**config.mk**
```make
export PLATFORM = sky130hd
export DESIGN_NAME = reg_bank_4x16_wb
export DESIGN_NICKNAME = d
export VERILOG_FILES = /design/src/rtl/reg_bank_4x16_wb.sv
export SDC_FILE = /design/constraint.sdc
export NUM_CORES = 1
export LEC_CHECK = 0
export CORE_AREA = 2 2 111 113
export DETAILED_ROUTE_END_ITERATION = 10
export DIE_AREA = 0 0 113 115
export PLACE_DENSITY = 0.7
export SYNTH_ARGS = -nofsm -noshare
export SYNTH_HDL_FRONTEND = slang
export SYNTH_SLANG_ARGS = --single-unit
```
**constraint.sdc**
```tcl
create_clock -name clk -period 4.4 [get_ports clk]
set_clock_uncertainty 0.1 [all_clocks]
set_input_delay 0.66 -clock clk [delete_from_list [all_inputs] [get_ports clk]]
set_output_delay 0.66 -clock clk [all_outputs]
set_load 0.01 [all_outputs]
```
**src/rtl/reg_bank_4x16_wb.sv**
```systemverilog
// Four-entry register bank with a one-deep write staging register.
// Reads forward from the stage so read-after-write is always coherent.
module reg_bank_4x16_wb #(
    parameter int              WIDTH     = 16,
    parameter logic [WIDTH-1:0] RESET_VAL = '0,
    parameter bit              ZERO_R0   = 1'b0
) (
    input  logic             clk,
    input  logic             rst_n,
    input  logic             wr_valid,
    output logic             wr_ready,
    input  logic [1:0]       wr_sel,
    input  logic [WIDTH-1:0] wr_data,
    input  logic             hold,
    output logic             wr_pending,
    input  logic [1:0]       rd_sel_a,
    output logic [WIDTH-1:0] rd_data_a,
    input  logic [1:0]       rd_sel_b,
    output logic [WIDTH-1:0] rd_data_b
);

    typedef enum logic {
        EMPTY = 1'b0,
        FULL  = 1'b1
    } stg_state_t;

    stg_state_t       state;
    stg_state_t       state_nxt;
    logic [1:0]       stg_sel;
    logic [WIDTH-1:0] stg_data;
    logic [WIDTH-1:0] bank [4];
    logic             stg_vld;
    logic             accept;
    logic             commit;

    assign stg_vld    = (state == FULL);
    assign wr_ready   = !stg_vld || !hold;
    assign wr_pending = stg_vld;
    assign accept     = wr_valid && wr_ready;
    assign commit     = stg_vld && !hold;

    always_ff @(posedge clk or negedge rst_n) begin
        if (!rst_n) begin
            state <= EMPTY;
        end else begin
            state <= state_nxt;
        end
    end

    always_comb begin
        state_nxt = state;
        unique case (state)
            EMPTY: if (accept) state_nxt = FULL;
            FULL:  if (commit && !accept) state_nxt = EMPTY;
            default: state_nxt = EMPTY;
        endcase
    end

    always_ff @(posedge clk or negedge rst_n) begin
        if (!rst_n) begin
            stg_sel  <= 2'd0;
            stg_data <= '0;
        end else if (accept) begin
            stg_sel  <= wr_sel;
            stg_data <= wr_data;
        end
    end

    // With ZERO_R0 a write to R0 still drains the stage but leaves the bank alone.
    always_ff @(posedge clk or negedge rst_n) begin
        if (!rst_n) begin
            for (int i = 0; i < 4; i++) begin
                bank[i] <= RESET_VAL;
            end
        end else if (commit && !(ZERO_R0 && stg_sel == 2'd0)) begin
            bank[stg_sel] <= stg_data;
        end
    end

    always_comb begin
        rd_data_a = bank[rd_sel_a];
        if (stg_vld && stg_sel == rd_sel_a) rd_data_a = stg_data;
        if (ZERO_R0 && rd_sel_a == 2'd0) rd_data_a = '0;
    end

    always_comb begin
        rd_data_b = bank[rd_sel_b];
        if (stg_vld && stg_sel == rd_sel_b) rd_data_b = stg_data;
        if (ZERO_R0 && rd_sel_b == 2'd0) rd_data_b = '0;
    end

endmodule

```
**Word-level counts from Yosys, hierarchy flattened**

Index checks and enable logic that the tools add are counted.

- Register bits: 83
- Logic and storage cells: 41

- $lt $le $gt $ge: 4
- Equal/unequal tests: 2
- Multiplexer cells: 14
- Bitwise operators: 4
- Reduce and logical (&&, ||, !) cells: 10

Operator list:

| operator | number |
|---|---|
| two-way mux 16 bit | 7 |
| binary-select mux 16 bit (select 2 bit) | 2 |
| bitwise mux 64 bit | 1 |
| demux 16 bit (select 2 bit) | 1 |
| greater-or-equal comparator 3 bit, second input constant | 3 |
| inverter 2 -> 3 bit | 3 |
| logical AND 1 bit | 6 |
| equality test 2 bit | 2 |
| zero test 1 bit | 3 |
| less-than comparator 3 x 1 -> 1 bit, second input constant | 1 |
| two-way mux 1 bit | 2 |
| one-hot mux 1 bit (2 select lines) | 1 |
| logical OR 1 bit | 1 |
| inverter 1 bit | 1 |

**Depth between registers and ports, before layout**

Gate-level depths: netlist of run 1.

- Depth in word-level cells: 7
- Mapped depth: 6

**Worst setup path after synthesis of run 1**

Ideal clock, no wire load.

- Path type: input-to-output
- Start point: input rd_sel_a[1]
- End point: output rd_data_a[0]
- Arrival: 1750 ps
- Data required time: 3640 ps
- Path slack: 1890 ps
- Cell stages on the path: 4
- Path through: buf_4 > clkbuf_1 > mux4_2 > mux2_4

- Longest elaborated chain between the ends: 5
- Elaborated cells on any way between the ends: 7

Ends and longest elaborated chain:

| item | RTL line | RTL |
|---|---|---|
| start: declaration | 16 | `input logic [1:0] rd_sel_a,` |
| inverter 2 -> 3 bit (not written as such) | 81 | `rd_data_a = bank[rd_sel_a];` |
| binary-select mux 16 bit (select 2 bit) | 81 |  |
| two-way mux 16 bit (not written as such) (2 in a row) | 81 |  |
| two-way mux 16 bit (*) | 82 | `if (stg_vld && stg_sel == rd_sel_a) rd_data_a = stg_data;` |
| end: declaration | 17 | `output logic [WIDTH-1:0] rd_data_a,` |

Every way passes the cells marked *; elsewhere a longest branch is shown, timed or not. The select of a mux whose other input is x is not followed.

**Final worst setup path of run 1**

- Start point: input rd_sel_b[0]
- End point: output rd_data_b[14]

- Longest elaborated chain between the ends: 5
- Elaborated cells on any way between the ends: 7

Ends and longest elaborated chain:

| item | RTL line | RTL |
|---|---|---|
| start: declaration | 18 | `input logic [1:0] rd_sel_b,` |
| inverter 2 -> 3 bit (not written as such) | 87 | `rd_data_b = bank[rd_sel_b];` |
| binary-select mux 16 bit (select 2 bit) | 87 |  |
| two-way mux 16 bit (not written as such) (2 in a row) | 87 |  |
| two-way mux 16 bit (*) | 88 | `if (stg_vld && stg_sel == rd_sel_b) rd_data_b = stg_data;` |
| end: declaration | 19 | `output logic [WIDTH-1:0] rd_data_b` |

Marked as above.

==> qor.csv, run 1 <==
stage;metric;value;unit
grt;pin count of the biggest net entering global routing;84;
routing;Routed WL;9.15;mm
worst_setup_path;r2r worst-path depth;3;
clock_tree;setup repair bufs after CTS;0;
worst_setup_path;Critical R2R Capture;stg_data[7];
cells_and_area;fin nets;345;
power;P per Cell Area;624;mW/mm^2
floorplanning;die width;113;um
power;Worst VDD drop;0.000204;V
cells_and_area;final instance area;0.00540;mm^2
logic_synthesis;Synth Instances;263;
logic_synthesis;post-synthesis sequential area ratio;46.1;%
clock_tree;Root Buffer Master;clkbuf_16;
floorplanning;die area;0.0130;mm^2
worst_setup_path;critical path fanouts, max;16;
placed_design;gpl congestion;0.738;
logic_synthesis;Netlist cell types;18;
worst_setup_path;crit-path max cell delay;0.53;ns
placed_design;PortBufs;59;
grt;initial antenna violation count;0;
logic_synthesis;Post-synth ARST share;100;%
floorplanning;Ports;60;
timing;Setup-failing EPs final;0;
logic_synthesis;count leader, synth;mux2_2;
clock_tree;clk_lat worst skew;0.33;ns
logic_synthesis;Mapped Nets;289;
grt;vias in the first global route;2802;
routing;post-route ant nets;0;
worst_setup_path;kind of critical path;in2out;
routing;WL/cell;19.6;um
cells_and_area;Syn-to-layout area delta;19.9;%
routing;# DRC;5;
timing;Pins Over Slew Limit;0;
cells_and_area;share of cells above drive strength 1;53.3;%
logic_synthesis;share of the synthesized area in the top cell type;46.1;%
timing;Peak Freq;0.261;GHz
placed_design;Post-DP Area;0.00513;mm^2
clock_tree;Clock Sinks;83;
power;leakage power;0.00220;uW
worst_setup_path;most used cell along the critical path;clkdlybuf4s50_1;
timing;Slew headroom;28.0;%
logic_synthesis;largest area contributor in the netlist;dfrtp_1;
outcome;status;finished, violations left;
logic_synthesis;most frequent cells after synthesis;mux2_2 (92), dfrtp_1 (83), mux4_2 (32);
logic_synthesis;number of flops mapped to enable cells by yosys;0;
worst_setup_path;worst reg2reg setup slack;2.31;ns
worst_setup_path;crit path capture type;output pin;
clock_tree;Max H-tree Level;3;
floorplanning;Rows;40;
grt;first-pass GRT wire length;15.3;mm
timing;final hold violations;0;
worst_setup_path;CP cell instances;clkdlybuf4s50_1 > buf_4 > xnor2_1 > nand3_2 > mux2_4 > clkdlybuf4s50_1;
worst_setup_path;arrival time worst endpoint;3.07;ns
outcome;violated checks;design-rule violations;
worst_setup_path;CP top delay family;buffers and inverters;
logic_synthesis;ys flop type;dfrtp_1;
logic_synthesis;Seq cells post-synth;83;
clock_tree;CTS tree;yes;
timing;Worst-Margin Slew;1.08;ns
grt;Congestion Overflow GR;0;
worst_setup_path;CP Buf/Inv Count;3;
cells_and_area;# diodes;0;
timing;RSZ-0062 raised after global routing;no;
floorplanning;chip height;115;um
clock_tree;hold-fix buffers at CTS;0;
logic_synthesis;syn_area_per_cell;17.1;um^2
routing;total number of vias;2483;
logic_synthesis;Synth Cell Area;0.00450;mm^2
hold_path;Hold Crit Class;in2async;
clock_tree;total CTS buffers;9;
routing;First DRT Iteration DRCs;137;
routing;drt first pass iters;9;
timing;TNS Setup;0;ns
clock_tree;largest buffer count on any clock path;2;
routing;drt via density;5.31;
worst_setup_path;crit start category;primary input;
grt;Total GRT Usage;15.6;%
clock_tree;Clock transition at path regs;0.05;ns
logic_synthesis;Synth Warn #;0;
run;Max Cap Viol;0;
clock_tree;# resized after CTS;0;
timing;Final Cycle Share;87.0;%
placed_design;cell count after placement;455;
placed_design;DP HPWL;5.86;mm
timing;fin crit period;3.83;ns
logic_synthesis;largest cells by area after synthesis;dfrtp_1 (46%), mux2_2 (23%), mux4_2 (16%);
floorplanning;starting density of the core;38.1;%
worst_setup_path;RR Startpoint;wr_pending;
worst_setup_path;Slowest cell on crit path;nand3_2;
power;total power;3370;uW
cells_and_area;Final Non-Filler Cells;468;
worst_setup_path;Worst Path Required;3.64;ns
floorplanning;core area;0.0118;mm^2
per-stage QoR:
step	hold WS (ns)	util, %	setup slack [ns]
floorplan	0.264	-	1.89
global placement	0.389	43.4	0.536
detailed placement	0.412	43.4	0.527
CTS	0.425	45.7	0.522
global route	0.440	45.7	0.429
finish	0.419	45.7	0.574
layer usage:
layer / GRT usage (%) / part of all wire (%) / vias to the layer above
li1: - / - / 1123
met1: 18.9 / 43 / 1296
met2: 27.0 / 51 / 53
met3: 4.80 / 4.5 / 11
met4: 4.47 / 1.7 / 0
met5: 0 / 0 / -
where the power goes:
group	internal, uW	total (uW)	switching, uW
clock	429	704	275
sequential	1080	1320	239
combinational	943	1350	406
total	2450	3370	921
final cells by class:
| type | count | area (um^2) |
|---|---|---|
| clock inverter | 3 | 42.5 |
| clock buffer | 10 | 229 |
| tap | 147 | 184 |
| fill | 1056 | 6410 |
| multi-input combinational | 159 | 2220 |
| sequential | 83 | 2080 |
| timing repair buffer | 66 | 653 |
how the worst max path moves through the flow:
stage | start | endpoint | slack (ns) | cells after the start
floorplan | rd_sel_a[1] | rd_data_a[0] | 1.89 | 4
global placement | rd_sel_b[0] | rd_data_b[5] | 0.54 | 6
detailed placement | rd_sel_b[0] | rd_data_b[5] | 0.53 | 6
finish | rd_sel_b[0] | rd_data_b[14] | 0.57 | 6
global route | rd_sel_b[0] | rd_data_b[3] | 0.43 | 6
CTS | rd_sel_b[0] | rd_data_b[14] | 0.52 | 6
sequential cells by signal (all words and copies together) (netlist names):
| name | flops |
|---|---|
| stg_sel | 2 |
| stg_data | 16 |
| wr_pending | 1 |
| bank | 64 |
placed cells by master (no fill, tap or decap), types with 2 or more instances in the layout:
| master | netlist | final |
|---|---|---|
| clkdlybuf4s50_1 | 0 | 58 |
| nand3_2 | 2 | 2 |
| mux4_2 | 32 | 32 |
| and4bb_2 | 2 | 2 |
| mux2_2 | 92 | 92 |
| dfrtp_1 | 83 | 83 |
| mux2_1 | 2 | 2 |
| clkbuf_16 | 0 | 9 |
| buf_4 | 3 | 7 |
| mux2_4 | 20 | 20 |
| xnor2_1 | 4 | 4 |
logic make-up (layout without fill, tap and decap cells):
family	Yosys count	after routing	synth area share, %
flip-flops	83	83	46.1
AND/OR/NAND/NOR	9	9	2.28
buffers and inverters	21	79	4.67
multiplexers	146	146	46.2
XOR/XNOR	4	4	0.778
(Power assumes the default switching activity.)
==> run 2: changes to the inputs <==
--- a/config.mk
+++ b/config.mk
@@ -5,10 +5,12 @@
 export SDC_FILE = /design/constraint.sdc
 export NUM_CORES = 1
 export LEC_CHECK = 0
+export CAP_MARGIN = 20
 export CORE_AREA = 2 2 111 113
 export DETAILED_ROUTE_END_ITERATION = 10
 export DIE_AREA = 0 0 113 115
 export PLACE_DENSITY = 0.7
+export SLEW_MARGIN = 15
 export SYNTH_ARGS = -nofsm -noshare
 export SYNTH_HDL_FRONTEND = slang
 export SYNTH_SLANG_ARGS = --single-unit
==> run 2 against run 1 <==
  * The run still ends with design-rule violations left
  * Clock power about the same
  * Fmax is 0.18% higher
  * Clock-buffer cell count is the same
  * Flip-flop and latch count is the same
  * Wire length decreased by 0.23%
  * Sequential power hardly changed
  * Core utilization grew 0.16 points
  * Combinational power hardly changed
  * First-iteration DRC count down 7.3%
  * Die area did not move
  * Sequential share of layout area down 0.13 points
  * Cell count up 0.21%
==> qor.csv, run 2 (same netlist as run 1, synthesis figures left out) <==
stage;metric;value;unit;change
clock_tree;setup repair bufs after CTS;0;;unchanged
grt;Total GRT Usage;15.6;%;unchanged
floorplanning;core area;0.0118;mm^2;unchanged
hold_path;Hold Crit Class;in2async;;unchanged
power;P per Cell Area;622;mW/mm^2;was 624 mW/mm^2
cells_and_area;Biggest register;bank;;unchanged
routing;drt first pass iters;9;;unchanged
timing;fin crit period;3.82;ns;was 3.83 ns
worst_setup_path;crit path capture type;output pin;;unchanged
routing;First DRT Iteration DRCs;127;;was 137
cells_and_area;biggest regs;bank x64, stg_data x16, stg_sel x2;;unchanged
worst_setup_path;critical path fanouts, max;16;;unchanged
routing;post-route ant nets;0;;unchanged
cells_and_area;Syn-to-layout area delta;20.4;%;was 19.9%
grt;initial antenna violation count;0;;unchanged
grt;vias in the first global route;2802;;unchanged
worst_setup_path;kind of critical path;in2out;;unchanged
routing;WL/cell;19.5;um;was 19.6 um
clock_tree;Clock Sinks;83;;unchanged
placed_design;gpl congestion;0.738;;unchanged
worst_setup_path;worst reg2reg setup slack;2.49;ns;was 2.31 ns
routing;highest metal used;met4;;unchanged
worst_setup_path;arrival time worst endpoint;3.06;ns;was 3.07 ns
placed_design;cell count after placement;455;;unchanged
worst_setup_path;r2r worst-path depth;2;;was 3
cells_and_area;fin nets;346;;was 345
clock_tree;Clock transition at path regs;0.06;ns;was 0.05 ns
grt;first-pass GRT wire length;15.3;mm;unchanged
worst_setup_path;Worst Path Required;3.64;ns;about the same
routing;Routed WL;9.13;mm;was 9.15 mm
worst_setup_path;RR Startpoint;stg_sel[0];;was wr_pending
timing;Pins Over Slew Limit;0;;unchanged
timing;Peak Freq;0.262;GHz;was 0.261 GHz
outcome;violated checks;design-rule violations;;unchanged
cells_and_area;Final Non-Filler Cells;469;;was 468
clock_tree;hold-fix buffers at CTS;0;;unchanged
worst_setup_path;end point of the critical path;rd_data_b[14];;unchanged
clock_tree;CTS tree;yes;;unchanged
routing;DR WL met2;4.64;mm;was 4.63 mm
clock_tree;clk_lat worst skew;0.33;ns;about the same
floorplanning;Ports;60;;unchanged
timing;Setup-failing EPs final;0;;unchanged
floorplanning;Rows;40;;unchanged
routing;# DRC;5;;unchanged
placed_design;PortBufs;59;;unchanged
placed_design;DP HPWL;5.86;mm;unchanged
clock_tree;Max H-tree Level;3;;unchanged
timing;Final Cycle Share;86.8;%;was 87.0%
cells_and_area;# diodes;0;;unchanged
routing;drt via density;5.28;;was 5.31
timing;Slew headroom;49.7;%;was 28.0%
cells_and_area;most frequent cells in the layout;mux2_2 (92), dfrtp_1 (83), clkdlybuf4s50_1 (58);;unchanged
power;Worst VDD drop;0.000203;V;was 0.000204 V
clock_tree;# resized after CTS;0;;unchanged
grt;pin count of the biggest net entering global routing;84;;unchanged
clock_tree;total CTS buffers;9;;unchanged
routing;total number of vias;2476;;was 2483
routing;Met3 Wirelength;403;um;was 412 um
cells_and_area;most common cell after layout, fill and taps aside;mux2_2;;unchanged
cells_and_area;max reg flops;64;;unchanged
run;Max Cap Viol;0;;unchanged
clock_tree;largest buffer count on any clock path;2;;unchanged
grt;Congestion Overflow GR;0;;unchanged
worst_setup_path;crit start category;primary input;;unchanged
floorplanning;chip height;115;um;unchanged
outcome;status;finished, violations left;;unchanged
floorplanning;die width;113;um;unchanged
clock_tree;Root Buffer Master;clkbuf_16;;unchanged
routing;Post-Route M1 WL;3.99;mm;was 3.95 mm
timing;TNS Setup;0;ns;unchanged
timing;final hold violations;0;;unchanged
worst_setup_path;Critical R2R Capture;bank[11];;was stg_data[7]
power;leakage power;0.00220;uW;about the same
cells_and_area;share of cells above drive strength 1;53.4;%;was 53.3%
timing;RSZ-0062 raised after global routing;no;;unchanged
timing;Worst-Margin Slew;0.755;ns;was 1.08 ns
worst_setup_path;Worst Setup SP;rd_sel_b[0];;unchanged
floorplanning;starting density of the core;38.1;%;unchanged
floorplanning;die area;0.0130;mm^2;unchanged
[run 2: cell count changes in the layout (fill, tap and decap cells not counted)]
cell and delta:
buf_8 +1, buf_6 +1, buf_4 -1
[run 2: power breakdown]
| part | leakage [uW] | switching [uW] | internal (uW) |
|---|---|---|---|
| combinational | 0.00109 | 406 | 945 |
| sequential | 0.000985 | 239 | 1080 |
| clock | 0.000130 | 274 | 429 |
[run 2: how the worst min path moves through the flow]
| stage | from | to | slack, ns | depth (start not counted) |
|---|---|---|---|---|
| after global placement | bank[63] | bank[63] | 0.39 | 1 |
| after detailed placement | bank[27] | bank[27] | 0.41 | 1 |
| after floorplan | rst_n | bank[0] | 0.26 | 0 |
| after CTS | bank[10] | bank[10] | 0.43 | 1 |
| final | rst_n | bank[6] | 0.28 | 1 |
| after global routing | rst_n | bank[56] | 0.35 | 1 |
[run 2: routing by layer]
metal | vias to the layer above | global-route usage [%]
met5 | - | 0
li1 | 1124 | -
met1 | 1293 | 18.9
met3 | 9 | 4.80
met4 | 0 | 4.47
met2 | 50 | 27.0
[run 2: stage by stage]
step / instance area [um^2] / total power, uW / setup WS, ns / hold slack (ns) / util [%]
3_5_place_dp: 5130 / 2690 / 0.527 / 0.412 / 43.4
4_1_cts: 5400 / 3420 / 0.522 / 0.425 / 45.7
6_report: 5420 / 3370 / 0.580 / 0.282 / 45.9
5_1_grt: 5420 / 3590 / 0.429 / 0.346 / 45.9
3_3_place_gp: 5130 / 2650 / 0.536 / 0.389 / 43.4
2_1_floorplan: 4500 / 2180 / 1.89 / 0.264 / -
[run 2: layout make-up]
cell class	instances	area, um^2
Fill cell	1055	6390
Multi-Input combinational cell	159	2220
Sequential cell	83	2080
Timing Repair Buffer	67	672
Clock buffer	10	229
Tap cell	147	184
Clock inverter	3	42.5
[run 2: critical path, cell delays in order]
cell and delay (ns):
clkdlybuf4s50_1 0.51, buf_4 0.23, xnor2_1 0.15, nand3_2 0.52, mux2_4 0.49, clkdlybuf4s50_1 0.48
==> run 3: changes to the inputs <==
--- a/config.mk
+++ b/config.mk
@@ -5,6 +5,7 @@
 export SDC_FILE = /design/constraint.sdc
 export NUM_CORES = 1
 export LEC_CHECK = 0
+export ABC_CLOCK_PERIOD_IN_PS = 4400
 export CAP_MARGIN = 20
 export CORE_AREA = 2 2 111 113
 export DETAILED_ROUTE_END_ITERATION = 10
==> results of run 3 <==
Same layout as run 2: the final DEF is identical, and so are final timing and power.
